--- config.mk ---
export PLATFORM = sky130hd
export DESIGN_NAME = div3_word_serializer
export DESIGN_NICKNAME = d
export VERILOG_FILES = /design/src/rtl/div3_pkg.sv /design/src/rtl/div3_skid_buf.sv /design/src/rtl/div3_word_serializer.sv
export SDC_FILE = /design/constraint.sdc
export NUM_CORES = 1
export LEC_CHECK = 0
export CORE_MARGIN = 3
export CORE_UTILIZATION = 49
export CTS_BUF_LIST = sky130_fd_sc_hd__clkbuf_8
export CTS_CLUSTER_DIAMETER = 80
export DETAILED_ROUTE_END_ITERATION = 10
export GPL_TIMING_DRIVEN = 0
export PLACE_DENSITY_LB_ADDON = 0.15
export SLEW_MARGIN = 15
export SYNTH_ARGS = -nofsm -noshare
export SYNTH_HDL_FRONTEND = slang
export SYNTH_SLANG_ARGS = --single-unit
--- constraint.sdc ---
create_clock -name clk -period 1.4 [get_ports clk]
set_input_delay 0.21 -clock clk [delete_from_list [all_inputs] [get_ports clk]]
set_output_delay 0.21 -clock clk [all_outputs]
set_load 0.005 [all_outputs]
--- src/rtl/div3_pkg.sv ---
// Shared types and defaults for the divide-by-3 word serializer and its helpers.
package div3_pkg;

  localparam int DIV3_WORD_W = 8;

  typedef enum logic [1:0] {
    IDLE  = 2'b00,
    SHIFT = 2'b01
  } state_t;

endpackage

--- src/rtl/div3_skid_buf.sv ---
// One-entry holding buffer used by div3_word_serializer when DIV3_SER_SKID_EN is defined.
module div3_skid_buf
  import div3_pkg::*;
#(
  parameter int WIDTH = DIV3_WORD_W
) (
  input  logic             clk,
  input  logic             rstn,
  input  logic             push,
  input  logic [WIDTH-1:0] push_data,
  input  logic             pop,
  output logic [WIDTH-1:0] data,
  output logic             full
);

  // NOTE: the data register is reset as well, so a stale word can never resurface after reset.
  always_ff @(posedge clk or negedge rstn) begin
    if (!rstn) begin
      data <= '0;
      full <= 1'b0;
    end else if (push) begin
      data <= push_data;
      full <= 1'b1;
    end else if (pop) begin
      full <= 1'b0;
    end
  end

endmodule

--- src/rtl/div3_word_serializer.sv ---
// MSB-first word serializer with sof/eof framing for the divide-by-3 detector.
// Define DIV3_SER_SKID_EN for a one-entry skid buffer giving zero-gap back-to-back words.
module div3_word_serializer
  import div3_pkg::*;
#(
  parameter int WIDTH = DIV3_WORD_W
) (
  input  logic             clk,
  input  logic             rstn,
  input  logic [WIDTH-1:0] in_data,
  input  logic             in_valid,
  output logic             in_ready,
  output logic             ser_bit,
  output logic             ser_valid,
  output logic             ser_sof,
  output logic             ser_eof,
  output logic             busy
);

  localparam int              CNT_W   = $clog2(WIDTH);
  localparam logic [CNT_W-1:0] CNT_TOP = CNT_W'(WIDTH - 1);

  state_t           state, state_next;
  logic [WIDTH-1:0] shreg, load_data;
  logic [CNT_W-1:0] bit_cnt;
  logic             accept, word_done, load_word;

  assign accept    = in_valid && in_ready;
  assign word_done = (state == SHIFT) && (bit_cnt == '0);

`ifdef DIV3_SER_SKID_EN
  logic             buf_full, buf_push, buf_pop;
  logic [WIDTH-1:0] buf_data;

  // A word accepted on the eof cycle bypasses the buffer and goes straight into shreg.
  assign buf_push  = accept && (state == SHIFT) && !word_done;
  assign buf_pop   = word_done && buf_full;
  assign load_word = ((state == IDLE) && accept) || (word_done && (buf_full || accept));
  assign load_data = buf_full ? buf_data : in_data;

  div3_skid_buf #(.WIDTH(WIDTH)) u_skid_buf (
    .clk       (clk),
    .rstn      (rstn),
    .push      (buf_push),
    .push_data (in_data),
    .pop       (buf_pop),
    .data      (buf_data),
    .full      (buf_full)
  );
`else
  assign load_word = accept;
  assign load_data = in_data;
`endif

  // NOTE: sequential state uses non-blocking assignments so every register samples pre-edge values.
  always_ff @(posedge clk or negedge rstn) begin
    if (!rstn) state <= IDLE;
    else       state <= state_next;
  end

  always_comb begin
    state_next = state;
    case (state)
      IDLE:    if (load_word) state_next = SHIFT;
      SHIFT:   if (word_done && !load_word) state_next = IDLE;
      default: state_next = IDLE;
    endcase
  end

  // NOTE: every output gets a default first so no path through the block infers a latch.
  always_comb begin
    in_ready  = 1'b0;
    ser_valid = 1'b0;
    ser_bit   = 1'b0;
    ser_sof   = 1'b0;
    ser_eof   = 1'b0;
    busy      = 1'b0;
    case (state)
      IDLE: in_ready = 1'b1;
      SHIFT: begin
        ser_valid = 1'b1;
        ser_bit   = shreg[WIDTH-1];
        ser_sof   = (bit_cnt == CNT_TOP);
        ser_eof   = (bit_cnt == '0);
        busy      = 1'b1;
      end
      default: ;
    endcase
`ifdef DIV3_SER_SKID_EN
    in_ready = !buf_full;
    busy     = busy || buf_full;
`endif
  end

  always_ff @(posedge clk or negedge rstn) begin
    if (!rstn) begin
      shreg   <= '0;
      bit_cnt <= '0;
    end else if (load_word) begin
      shreg   <= load_data;
      bit_cnt <= CNT_TOP;
    end else if (state == SHIFT) begin
      shreg <= {shreg[WIDTH-2:0], 1'b0};
      if (bit_cnt != '0) bit_cnt <= bit_cnt - CNT_W'(1);
    end
  end

endmodule
==> metrics.md <==
| Metric | Value |
|---|---|
| Status | `finished, violations left` |
| Failing checks | `setup timing` |
| Synth Area in Compound Gates | `a little under a tenth` |
| XOR/XNOR Fraction of Synth Area | `0%` |
| Die Span Y | `~42 um` |
| Worst Path Max Fanout | `4` |
| GR Overflow Total | `0` |
| Area delta synth->final | `56.45%` |
| Capturing point of the worst reg2reg path | `bit_cnt[1]$_DFFE_PN0P_` |
| IO Pins | `17` |
| Mapped Cells | `62` |
| HP Class | `in2async` |
| Fin Hold WS | `0.3208 ns` |
| R2r worst-path depth | `5` |
| Setup TNS | `-0.06965 ns` |
| Max-cap violations | `0` |
| Post-synthesis mux area share | `~12%` |
| 1st-pass router iterations | `5` |
| GPL Wtd Cong | `~0.70` |
| Vias | `579` |
| Min Tclk post-route | `roughly 1.5 ns` |
| Final instance area | `a little over 0.001 sq mm` |
| Root buf cell | `clkbuf_8` |
| IO buf count | `16` |
| Clock Tree Buf Depth | `2` |
| Largest net degree at the start of global routing | `13` |
| Pwr dens | `2005 mW/mm^2` |
| Startpoint types | `flop` |
| Layout cell share with drive strength beyond 1 | `32.98%` |
| Clk_lat worst skew | `0.24 ns` |
| Total Routed Length | `1.786 mm` |
| Post-Synthesis Net Count | `76` |
| R2r setup slk | `0.13 ns` |
| Slew margin rel. | `63.74%` |
| Synth area leaders | `dfrtp_1 (46%), mux2i_1 (12%), ha_1 (5.8%)` |
| Fill count | `62` |
| Ys Warns | `0` |
| Critical Path AT | `approximately 1.3 ns` |
| Cell family with most CP delay | `flip-flops` |
| CP required | `1.19 ns` |
| Power Total | `2.037 mW` |
| Fmax achieved | `roughly 0.7 GHz` |
| Die ar. | `0.001798 sq mm` |
| WS Path Type | `reg2out` |
| Routed WL per cell | `~17 um` |
| CTS Buf Count | `3` |
| Final setup vio count | `1` |
| Max VDD drop | `0.001665 V` |
| Simple-gate share of the synthesized area | `between 10% and 20%` |
| First-pass GRT wire length | `2.435 mm` |
| Post-synthesis sequential element count | `12` |
| Dpl ws | `-0.2313 ns` |
| Worst Max-Slew Pin Slew | `between 0.5 and 0.6 ns` |
| Netlist cell types | `20` |
| Max Slew Vio Count | `0` |
| Nets@finish | `109` |
| DR DRC count | `0` |
| Top cell type's share of synthesized area | `46.24%` |
| Reg2reg start | `state[0]$_DFFE_PN0P_` |
| Synth Area per Inst | `10.47 sq um` |
| Static Leak | `0.4879 nW` |
| Crit path buf inv count | `3` |
| Largest family of logic cells by synthesized area | `simple AND/OR/NAND/NOR gates` |
| Area leader, netlist | `dfrtp_1` |
| Slowest stage cell, crit path | `dfrtp_1` |
| Core area | `0.001171 sq mm` |
| Initial core utilization | `55.45%` |
| N_diodes | `0` |
| Post-CTS Hold Buffers | `0` |
| WP depth | `5` |
| Clk slew on worst S/H paths | `0.06 ns` |
| Die Wd | `42.41 um` |
| Detail Placement HPWL | `929.6 um` |
| Most used cell, CP | `buf_6` |
| Num rows | `12` |
| Clk_skew | `0.003918 ns` |
| Initial antenna violation count | `0` |
| Adder-cell share of the synthesized area | `5.780%` |
| Clock sinks | `12` |
| CTS tree | `built` |
| Crit path largest cell delay | `0.39 ns` |
| DRT iter0 DRCs | `13` |
| Synthesized cell area | `649.4 sq um` |
| RSZ-0062 raised after global routing | `yes` |
| Vias in the first global route | `514` |
| H-Tree Depth | `1` |
| Placed Instance Area | `827.0 sq um` |
| Post-DR vias/cell | `5.361` |
| Crit. End Element | `output pin` |
| CP Cell Sequence | `buf_6, inv_4, ha_4, and3b_2, buf_6` |
| Final hold vios | `0` |
| Setup slack after layout | `-0.06965 ns` |
| Register area share after synthesis | `46.24%` |
| CP Launch Point | `bit_cnt[1]$_DFFE_PN0P_` |
| Final worst-path cycle share | `105.0%` |
| Overall routing resource usage | `18.52%` |
| Final ANT Viol Nets | `0` |
[timing repair]
action,CTS,global route
gates resized for setup,19,12
endpoints found under the setup margin,5,4
pin swaps,0,2
setup buffers,6,7
[worst register-to-register path, cell delays in order (launching register included)]
cell and delay, ns:
dfrtp_1 0.39, buf_6 0.13, buf_4 0.13, buf_4 0.14, and4bb_1 0.20, a311oi_1 0.19
[metal layers]
layer | part of all wire (%) | GRT usage, % | vias to the layer above | wire [um]
met3 | 5.9 | 2.146 | 6 | 106
li1 | - | - | 276 | -
met5 | 0 | 0 | - | 0
met4 | 3.6 | 11.18 | 0 | 65
met2 | 47 | 29.79 | 24 | 835
met1 | 44 | 23.51 | 273 | 778
[worst max path at each step]
| stage | end |
|---|---|
| 6_report | ser_eof |
| 5_1_grt | ser_eof |
| 4_1_cts | ser_eof |
| 3_5_place_dp | ser_eof |
| 3_3_place_gp | ser_eof |
| 2_1_floorplan | bit_cnt[0]$_DFFE_PN0P_ |
[kinds of logic after synthesis]
kind of cell	count (synthesis)
compound gates	10
fa+ha+maj	3
buf+inv	9
flops	12
mux	8
simple gates	20
[layout by cell type, fill, tap and decap left out, drive strengths merged, types with 3 or more instances in the layout]
cell type,synthesis,final
buf,5,19
nand2,7,7
o21ai,7,7
mux2i,8,8
inv,4,4
nor2,4,4
clkbuf,0,5
clkdlybuf4s50,0,10
ha,3,3
dfrtp,12,12
[sequential cells by signal (all words and copies together) (netlist names)]
signal   flops
state        1
shreg        8
bit_cnt      3
[through the flow]
step                std cells  util [%]
floorplan                  62         -
global placement           92     70.62
detailed placement         92     70.62
CTS                       102     80.34
global route              108     86.75
finish                    108     86.75
[power breakdown]
| part | switching, mW | internal, mW |
|---|---|---|
| Sequential | 0.113 | 0.486 |
| Combinational | 0.432 | 0.623 |
| Clock | 0.135 | 0.249 |
[cells in the mapped netlist]
| library cell | n |
|---|---|
| inv_1 | 4 |
| and3_2 | 1 |
| nor3_1 | 1 |
| buf_2 | 2 |
| a221oi_1 | 1 |
| o21ai_0 | 7 |
| and3b_2 | 1 |
| nand4bb_1 | 1 |
| nand2b_1 | 1 |
| nand2_1 | 7 |
| o221ai_1 | 1 |
| buf_4 | 2 |
| buf_6 | 1 |
| and4bb_1 | 2 |
| and2_1 | 2 |
| a311oi_1 | 1 |
| nor2_1 | 4 |
| mux2i_1 | 8 |
| dfrtp_1 | 12 |
| ha_1 | 3 |
[cell type report]
type / count / area, sq um / share of cell area, %
inverter: 4 / 17.52 / 1.724
timing repair buffer: 28 / 249.0 / 24.51
buffer: 5 / 48.80 / 4.803
multi-input combinational: 41 / 326.6 / 32.14
clock buffer: 4 / 55.05 / 5.419
tap: 14 / 17.52 / 1.724
sequential: 12 / 301.5 / 29.68
Power figures use the tool's default switching activity.
